[src/rtl/buffer_sequencer.sv]
// Tile sequencer between the unified buffer and a 2x2 array: loads weight and
// input tiles, streams skewed input rows, and stores captured result tiles.
module buffer_sequencer (
    input  logic        clk,
    input  logic        reset,
    input  logic        cmd_load_weight,
    input  logic        cmd_load_input,
    input  logic        cmd_store,
    input  logic [12:0] cmd_base_addr,
    output logic        busy,
    output logic        done,
    output logic        cmd_drop,
    output logic [12:0] mem_addr,
    output logic        mem_rd_en,
    input  logic [15:0] mem_rd_data,
    output logic        mem_wr_en,
    output logic [15:0] mem_wr_data,
    output logic        weight_load,
    output logic [15:0] w00,
    output logic [15:0] w01,
    output logic [15:0] w10,
    output logic [15:0] w11,
    output logic        in_valid,
    output logic [15:0] in_a0,
    output logic [15:0] in_a1,
    input  logic        acc_valid,
    input  logic [15:0] acc0,
    input  logic [15:0] acc1
);

    localparam logic [2:0] IDLE   = 3'd0;
    localparam logic [2:0] RD_W   = 3'd1;
    localparam logic [2:0] RD_I   = 3'd2;
    localparam logic [2:0] STREAM = 3'd3;
    localparam logic [2:0] WR     = 3'd4;
    localparam logic [2:0] FIN    = 3'd5;

    logic [2:0]  state;
    logic [2:0]  cnt;
    logic [12:0] base;
    logic [15:0] w_tile [4];
    logic [15:0] x_tile [4];
    logic [15:0] r_tile [4];
    logic        row;
    logic        any_cmd;
    logic        capture;
    logic [2:0]  cap_idx;

    assign any_cmd = cmd_load_weight | cmd_load_input | cmd_store;
    // read data for word k arrives while cnt == k+1
    assign capture = (cnt != 3'd0) && (cnt <= 3'd4);
    assign cap_idx = cnt - 3'd1;

    always_ff @(posedge clk or posedge reset) begin
        if (reset) begin
            state    <= IDLE;
            cnt      <= '0;
            base     <= '0;
            row      <= 1'b0;
            cmd_drop <= 1'b0;
            for (int unsigned i = 0; i < 4; i++) begin
                w_tile[i] <= '0;
                x_tile[i] <= '0;
                r_tile[i] <= '0;
            end
        end else begin
            if (acc_valid) begin
                if (!row) begin
                    r_tile[0] <= acc0;
                    r_tile[1] <= acc1;
                end else begin
                    r_tile[2] <= acc0;
                    r_tile[3] <= acc1;
                end
                row <= ~row;
            end
            if (state != IDLE && any_cmd)
                cmd_drop <= 1'b1;
            case (state)
                IDLE: begin
                    cnt <= '0;
                    if (cmd_load_weight) begin
                        state <= RD_W;
                        base  <= cmd_base_addr;
                        if (cmd_load_input | cmd_store)
                            cmd_drop <= 1'b1;
                    end else if (cmd_load_input) begin
                        state <= RD_I;
                        base  <= cmd_base_addr;
                        if (cmd_store)
                            cmd_drop <= 1'b1;
                    end else if (cmd_store) begin
                        state <= WR;
                        base  <= cmd_base_addr;
                    end
                end
                RD_W: begin
                    if (capture)
                        w_tile[cap_idx[1:0]] <= mem_rd_data;
                    if (cnt == 3'd5) begin
                        state <= FIN;
                        cnt   <= '0;
                    end else begin
                        cnt <= cnt + 3'd1;
                    end
                end
                RD_I: begin
                    if (capture)
                        x_tile[cap_idx[1:0]] <= mem_rd_data;
                    if (cnt == 3'd4) begin
                        state <= STREAM;
                        cnt   <= '0;
                    end else begin
                        cnt <= cnt + 3'd1;
                    end
                end
                STREAM: begin
                    if (cnt == 3'd2) begin
                        state <= FIN;
                        cnt   <= '0;
                    end else begin
                        cnt <= cnt + 3'd1;
                    end
                end
                WR: begin
                    // row pointer restarts after a store, overriding any capture toggle
                    if (cnt == 3'd4) begin
                        state <= FIN;
                        cnt   <= '0;
                        row   <= 1'b0;
                    end else begin
                        cnt <= cnt + 3'd1;
                    end
                end
                FIN: begin
                    state <= IDLE;
                    cnt   <= '0;
                end
                default: begin
                    state <= IDLE;
                    cnt   <= '0;
                end
            endcase
        end
    end

    assign busy        = (state != IDLE);
    assign done        = (state == FIN);
    assign weight_load = (state == RD_W) && (cnt == 3'd5);
    assign mem_rd_en   = ((state == RD_W) || (state == RD_I)) && (cnt < 3'd4);
    assign mem_wr_en   = (state == WR) && (cnt < 3'd4);
    assign mem_addr    = (mem_rd_en || mem_wr_en) ? base + {11'd0, cnt[1:0]} : '0;
    assign mem_wr_data = mem_wr_en ? r_tile[cnt[1:0]] : '0;
    assign in_valid    = (state == STREAM);

    assign w00 = w_tile[0];
    assign w01 = w_tile[1];
    assign w10 = w_tile[2];
    assign w11 = w_tile[3];

    // skewed rows: (x00,0), (x10,x01), (0,x11)
    always_comb begin
        in_a0 = '0;
        in_a1 = '0;
        if (state == STREAM) begin
            case (cnt)
                3'd0: in_a0 = x_tile[0];
                3'd1: begin
                    in_a0 = x_tile[2];
                    in_a1 = x_tile[1];
                end
                3'd2: in_a1 = x_tile[3];
                default: ;
            endcase
        end
    end

endmodule

[config.mk]
export PLATFORM = sky130hd
export DESIGN_NAME = buffer_sequencer
export DESIGN_NICKNAME = d
export VERILOG_FILES = /design/src/rtl/buffer_sequencer.sv
export SDC_FILE = /design/constraint.sdc
export NUM_CORES = 1
export LEC_CHECK = 0
export ABC_CLOCK_PERIOD_IN_PS = 6800
export CAP_MARGIN = 20
export CORE_MARGIN = 3
export CORE_UTILIZATION = 48
export CTS_BUF_LIST = sky130_fd_sc_hd__clkbuf_8
export CTS_CLUSTER_SIZE = 25
export DETAILED_ROUTE_END_ITERATION = 10
export GPL_ROUTABILITY_DRIVEN = 0
export HOLD_SLACK_MARGIN = 0.15
export PLACE_DENSITY = 0.79
export SETUP_SLACK_MARGIN = 0.4
export SYNTH_ARGS = -nofsm -noshare
export SYNTH_HDL_FRONTEND = slang
export SYNTH_SLANG_ARGS = --single-unit
[constraint.sdc]
create_clock -name clk -period 6.8 [get_ports clk]
set_input_delay 1.36 -clock clk [delete_from_list [all_inputs] [get_ports clk]]
set_output_delay 1.36 -clock clk [all_outputs]
set_load 0.005 [all_outputs]
==> results of run 1 <==
## critical path: stages (launching register included)
cell             delay (ns)
dfrtp_1                1.02
inv_1                  0.25
ha_1                   0.30
ha_1                   0.48
a22oi_1                0.30
nor2_1                 0.06
clkdlybuf4s50_1        0.50
## layer usage
layer	part of all wire [%]	GRT usage [%]	wire length (microns)	vias up
met3	8.4	7.619	1885	20
li1	-	-	-	2843
met1	44	27.73	9768	3154
met2	47	33.48	10570	206
met5	0	0	0	-
met4	1.0	4.800	229	0
## Yosys cell counts, types with 2 or more instances
library cell	count	area share, %
dfrtp_1	213	56
mux2_2	196	23
nor2_1	50	2.0
a22oi_1	32	2.5
nor2b_1	21	1.4
mux4_2	16	3.8
clkbuf_1	14	0.55
ha_1	14	1.8
inv_1	14	0.55
nand2_1	12	0.47
mux2_4	10	1.6
xnor2_1	9	0.82
buf_1	8	0.31
buf_2	7	0.37
buf_4	6	0.47
a21oi_1	5	0.26
nand3_1	5	0.26
nor3_1	5	0.26
buf_6	4	0.47
nand2b_1	4	0.26
nor2_2	4	0.26
nor2_4	4	0.47
xor2_1	4	0.37
a211oi_1	3	0.24
nor4_1	3	0.20
o21ai_0	3	0.16
o22ai_1	2	0.13
## report_power, final
part	internal (mW)	switching (mW)	leakage, nW	total (mW)
logic	1.34	0.805	2.24	2.14
clock network	0.572	0.492	0.403	1.06
registers	1.81	0.334	2.68	2.14
## cells by family (layout without fill, tap and decap cells)
| logic type | after synthesis | in the layout | share of synthesized area [%] |
|---|---|---|---|
| simple gates | 115 | 115 | 6.008 |
| compound gates | 51 | 51 | 3.775 |
| flops | 213 | 213 | 55.64 |
| xor+xnor | 13 | 13 | 1.189 |
| fa+ha+maj | 15 | 15 | 2.038 |
| buf+inv | 55 | 285 | 2.978 |
| mux | 222 | 222 | 28.37 |
## final cells by class
type	instances	area share, %
clock buffer	43	4.745
clock inverter	18	0.6219
inverter	14	0.4514
multi-input combinational	416	31.80
sequential	213	42.73
tap	265	2.658
timing repair buffer	210	16.99
## metrics by stage
| step | utilization, % | cells | setup WS, ns | power (mW) |
|---|---|---|---|---|
| finish | 63.88 | 1179 | 2.042 | 5.347 |
| global route | 63.88 | 1179 | 1.767 | 5.704 |
| CTS | 63.58 | 1176 | 1.978 | 5.415 |
| detailed placement | 60.16 | 1115 | 2.528 | 4.319 |
| global placement | 60.16 | 1115 | 2.631 | 4.248 |
| floorplan | - | 684 | 2.670 | 3.388 |
## worst min path at each step
| stage | slack, ns | cells after the start | to |
|---|---|---|---|
| floorplan | 0.47 | 1 | cmd_drop |
| global placement | 0.47 | 1 | cmd_drop |
| detailed placement | 0.48 | 1 | cmd_drop |
| CTS | 0.50 | 1 | cmd_drop |
| global route | 0.51 | 1 | w00[5] |
| finish | 0.49 | 1 | cmd_drop |
## state kept, by name (all words and copies together) (netlist names)
register	cells
base	13
cmd_drop	1
cnt	3
r_tile	64
row	1
state	3
w00	16
w01	16
w10	16
w11	16
x_tile	64
==> results.md, run 1 <==
* CP Class: reg -> out
* All-layer global routing usage at 20.95%
* Detailed Routing Iterations Pass 1 at 4
* Crit path to: in_a0[8]
* Post-route setup TNS at 0 ns
* Setup Viol. Count Final at 0
* Number of gates resized after cts at 0
* Synth Area per Inst at 14.00 sq um
* Critical Path Start Type: flip-flop
* Final net count at 976
* Vias in the first global route at 6635
* Drt total wl at 22.46 mm
* Residual DRC count at 0
* Antenna diodes at 0
* Mapped Area at 9579 sq um
* Post-Syn Instances at 684
* Post-CTS Setup Inserts at 0
* Hold wc startpoint: cmd_drop
* Die ar. at 21690 sq um
* Clock Tree Buf Depth at 3
* Yosys warnings at 0
* GRT Residual Overflow at 0
* Die height at 147.3 microns
* Final Hold Vio Count at 0
* Clock H-tree levels at 2
* RSZ-0062 raised after global routing: false
* Port Buffers at 198
* Worst skew pair latency at 0.53 ns
* Fmax at 210.2 MHz
* Initial Utilization at 49.06%
* Post-route cell area at 12470 sq um
* Leakage power at 5.326 nW
* Sink Count at 213
* CP Max Fanout at 22
* Vias at 6223
* Pin count of the biggest net entering global routing at 114
* Hold Path Class: reg -> reg
* Share of cells above drive strength 1 at 31.84%
* Fin. max-slew vios at 0
* Commonest non-fill, non-tap cell in the layout: dfrtp_1
* Wire per inst at 19.05 microns
* Worst reg2reg endpoint: w11[2]
* CTS tree: done
* DRT antenna net count at 0
* Synth cell types at 43
* DR iter-0 viols at 305
* Most used DFF post-synth: dfrtp_1
* Worst setup path startpoint: cnt[1]
* Ports at 199
* Number of CTS-inserted buffers at 39
* WP data required at 5.44 ns
* Hpwl dp at 14.64 mm
* FF-to-FF path depth at 8
* Most frequent cells in the layout: 213 x dfrtp_1, 198 x clkdlybuf4s50_1, 196 x mux2_2
* CTS Hold Bufs at 0
* Max IR drop VDD at 0.2259 mV
* Worst-margin pin slew at 1.028 ns
* Vias per cell at 5.278
* Max-slew headroom at 31.47%
* Sequential share of the synthesized area at 55.64%
* Filler cell count at 1543
* Layout area overhead at 30.21%
* First-pass GRT wire length at 36.56 mm
* Clock Skew at 0.03225 ns
* Register area at 5330 sq um
* PD cells at 428.7 nW/um^2
* Antenna violations before repair at 0
* Fin crit period at 4.758 ns
* Mapped Nets at 766
* CP Capture Type: output pin
* Core Region at 19530 sq um
* Placed inst area at 11750 sq um
* Number of synthesized flops with an enable pin at 0
* Critical Path AT at 3.40 ns
* Async S/R FF share, synth at 100.0%
* R2r setup slk at 3.29 ns
* Worst R2R Start: cnt[1]
* #FFs+latches synth at 213
* Die X at 147.3 microns
* Final hold slack at 0.4891 ns
* Footprint of the multi-input gates at 3966 sq um
* Root Driver: clkbuf_8
* Total of max-cap violations at 0
* Period utilization at 69.98%
* Reg clk slew, reported paths at 0.05 ns
* Status: complete, no violations
* Cell Rows at 51
No activity file was read; power rests on OpenSTA's default activity.
==> inputs of run 2 (changes only) <==
--- a/config.mk
+++ b/config.mk
@@ -5,16 +5,16 @@
 export SDC_FILE = /design/constraint.sdc
 export NUM_CORES = 1
 export LEC_CHECK = 0
-export ABC_CLOCK_PERIOD_IN_PS = 6800
+export ABC_CLOCK_PERIOD_IN_PS = 4500
 export CAP_MARGIN = 20
 export CORE_MARGIN = 3
-export CORE_UTILIZATION = 48
+export CORE_UTILIZATION = 53
 export CTS_BUF_LIST = sky130_fd_sc_hd__clkbuf_8
 export CTS_CLUSTER_SIZE = 25
 export DETAILED_ROUTE_END_ITERATION = 10
 export GPL_ROUTABILITY_DRIVEN = 0
 export HOLD_SLACK_MARGIN = 0.15
-export PLACE_DENSITY = 0.79
+export PLACE_DENSITY = 0.82
 export SETUP_SLACK_MARGIN = 0.4
 export SYNTH_ARGS = -nofsm -noshare
 export SYNTH_HDL_FRONTEND = slang
==> constraint.sdc (replaced) <==
create_clock -name clk -period 4.5 [get_ports clk]
set_input_delay 0.9 -clock clk [delete_from_list [all_inputs] [get_ports clk]]
set_output_delay 0.9 -clock clk [all_outputs]
set_load 0.005 [all_outputs]
==> run 2 against run 1 <==
  * Die area down 9.1%
  * Routed wire length up 1.2%
  * Sequential power up 50%
  * Final cell count down 3.7%
  * Critical path depth up 2
  * Flip-flop and latch count unchanged
  * Hold slack worse by 0.011 ns
  * Final area down 0.99%
  * Core utilization up 6.8 points
  * Critical path type unchanged
  * Largest cell class unchanged
  * Highest routed layer unchanged
==> results.md, run 2 (synthesized netlist as in run 1, its figures left out) <==
* Status: complete, no violations (unchanged)
* Post-CTS Setup Inserts at 0 (unchanged)
* Hold Path Class: reg -> reg (unchanged)
* Fin crit period at 3.755 ns
* Cell Rows at 48 (was 51)
* Port Buffers at 198 (unchanged)
* Critical Path AT at 2.86 ns (was 3.40 ns)
* All-layer global routing usage at 23.68% (was 20.95%)
* Worst skew pair latency at 0.52 ns (was 0.53 ns)
* Setup Viol. Count Final at 0 (unchanged)
* Pin count of the biggest net entering global routing at 214 (was 114)
* Max-slew headroom at 23.77% (was 31.47%)
* Sink Count at 213 (unchanged)
* Footprint of the multi-input gates at 3966 sq um (unchanged)
* Most frequent cells in the layout: 213 x dfrtp_1, 198 x clkdlybuf4s50_1, 196 x mux2_2 (unchanged)
* Leakage power at 5.288 nW (was 5.326 nW)
* GRT Residual Overflow at 0 (unchanged)
* Period utilization at 83.45%
* Fmax at 266.3 MHz
* Critical Path Start Type: flip-flop (unchanged)
* Commonest non-fill, non-tap cell in the layout: dfrtp_1 (unchanged)
* Filler cell count at 1173 (was 1543)
* Number of CTS-inserted buffers at 36 (was 39)
* Worst-margin pin slew at 1.144 ns (was 1.028 ns)
* PD cells at 655.0 nW/um^2 (was 428.7 nW/um^2)
* Root Driver: clkbuf_8 (unchanged)
* Total of max-cap violations at 0 (unchanged)
* Final hold slack at 0.4779 ns (was 0.4891 ns)
* DR iter-0 viols at 380 (was 305)
* Vias at 6281 (was 6223)
* Antenna violations before repair at 0 (unchanged)
* Fin. max-slew vios at 0 (unchanged)
* Clock H-tree levels at 2 (unchanged)
* Die height at 140.4 microns (was 147.3 microns)
* Die ar. at 19720 sq um (was 21690 sq um)
* Drt total wl at 22.73 mm (was 22.46 mm)
* Hpwl dp at 14.96 mm (was 14.64 mm)
* Initial Utilization at 54.81% (was 49.06%)
* CP Capture Type: output pin (unchanged)
* CP Max Fanout at 20 (was 22)
* Register area at 5330 sq um (unchanged)
* Residual DRC count at 0 (unchanged)
* Core Region at 17480 sq um (was 19530 sq um)
* Final Hold Vio Count at 0 (unchanged)
* CTS Hold Bufs at 0 (unchanged)
* Vias in the first global route at 7058 (was 6635)
* Detailed Routing Iterations Pass 1 at 4 (unchanged)
* Clock Tree Buf Depth at 3 (unchanged)
* RSZ-0062 raised after global routing: false (unchanged)
* Antenna diodes at 0 (unchanged)
* Die X at 140.4 microns (was 147.3 microns)
* Ports at 199 (unchanged)
* Number of gates resized after cts at 0 (unchanged)
* Max IR drop VDD at 0.3788 mV (was 0.2259 mV)
* Reg clk slew, reported paths at 0.06 ns (was 0.05 ns)
* Layout area overhead at 28.92% (was 30.21%)
* Final net count at 970 (was 976)
* Clock Skew at 0.02232 ns (was 0.03225 ns)
* First-pass GRT wire length at 37.61 mm (was 36.56 mm)
* Wire per inst at 20.03 microns (was 19.05 microns)
* CTS tree: done (unchanged)
* Share of cells above drive strength 1 at 31.43% (was 31.84%)
* CP Class: reg -> out (unchanged)
* WP data required at 3.60 ns (was 5.44 ns)
* Vias per cell at 5.534 (was 5.278)
* Biggest regs: r_tile (64), x_tile (64) (unchanged)
* DRT antenna net count at 0 (unchanged)
* Post-route setup TNS at 0 ns (unchanged)
## run 2: changes by cell type in the layout (fill, tap and decap cells not counted), sizes merged
cell / delta
buf: -3
clkinvlp: +1
clkinv: -1
inv: +1
clkbuf: -2
## run 2: per-stage QoR
stage | power, mW | utilization, % | cell area (sq um) | setup WS (ns) | std cells
2_1_floorplan | 5.119 | - | 9583 | 0.8298 | 684
3_3_place_gp | 6.368 | 66.88 | 11690 | 1.266 | 1074
3_5_place_dp | 6.554 | 66.88 | 11690 | 1.214 | 1074
4_1_cts | 8.171 | 70.58 | 12330 | 0.6544 | 1134
5_1_grt | 8.613 | 70.66 | 12350 | 0.4181 | 1135
6_report | 8.088 | 70.66 | 12350 | 0.7446 | 1135
## run 2: worst paths after layout
path	from	end	slack, ns	cells after the start
setup / recovery	cnt[0]	mem_addr[12]	0.74	8
hold / removal	cmd_drop	cmd_drop	0.48	1
setup reg to reg	cnt[0]	w10[2]	1.71	7
hold reg to reg	cmd_drop	cmd_drop	0.48	1
max in group asynchronous	reset	base[12]	2.56	3
min in group asynchronous	reset	x_tile[54]	1.06	3
## run 2: area by class of cell
| type | count | share of cell area (%) |
|---|---|---|
| Sequential cell | 213 | 43.16 |
| Multi-Input combinational cell | 416 | 32.12 |
| Timing Repair Buffer | 207 | 16.76 |
| Clock buffer | 41 | 4.569 |
| Tap cell | 225 | 2.280 |
| Clock inverter | 19 | 0.6586 |
| Inverter | 14 | 0.4559 |
## run 2: power breakdown
group          internal (mW)  leakage [nW]  switching, mW
logic                   2.02          2.22           1.27
clock network          0.828         0.389          0.743
registers               2.73          2.68          0.493
## run 2: worst max-delay path: stages (launching register included)
cell and delay (ns):
dfrtp_1 0.34, buf_4 0.36, ha_1 0.25, fa_1 0.27, nand3_1 0.14, nor4_1 0.28
xnor2_1 0.11, nor2_1 0.10, clkdlybuf4s50_1 0.51
## run 2: per-layer routing
metal / vias to the layer above / wire length, microns / track usage [%]
met2: 181 / 11600 / 40.57
li1: 2833 / - / -
met5: - / 0 / 0
met3: 24 / 1682 / 6.931
met4: 0 / 285 / 6.527
met1: 3243 / 9164 / 29.44
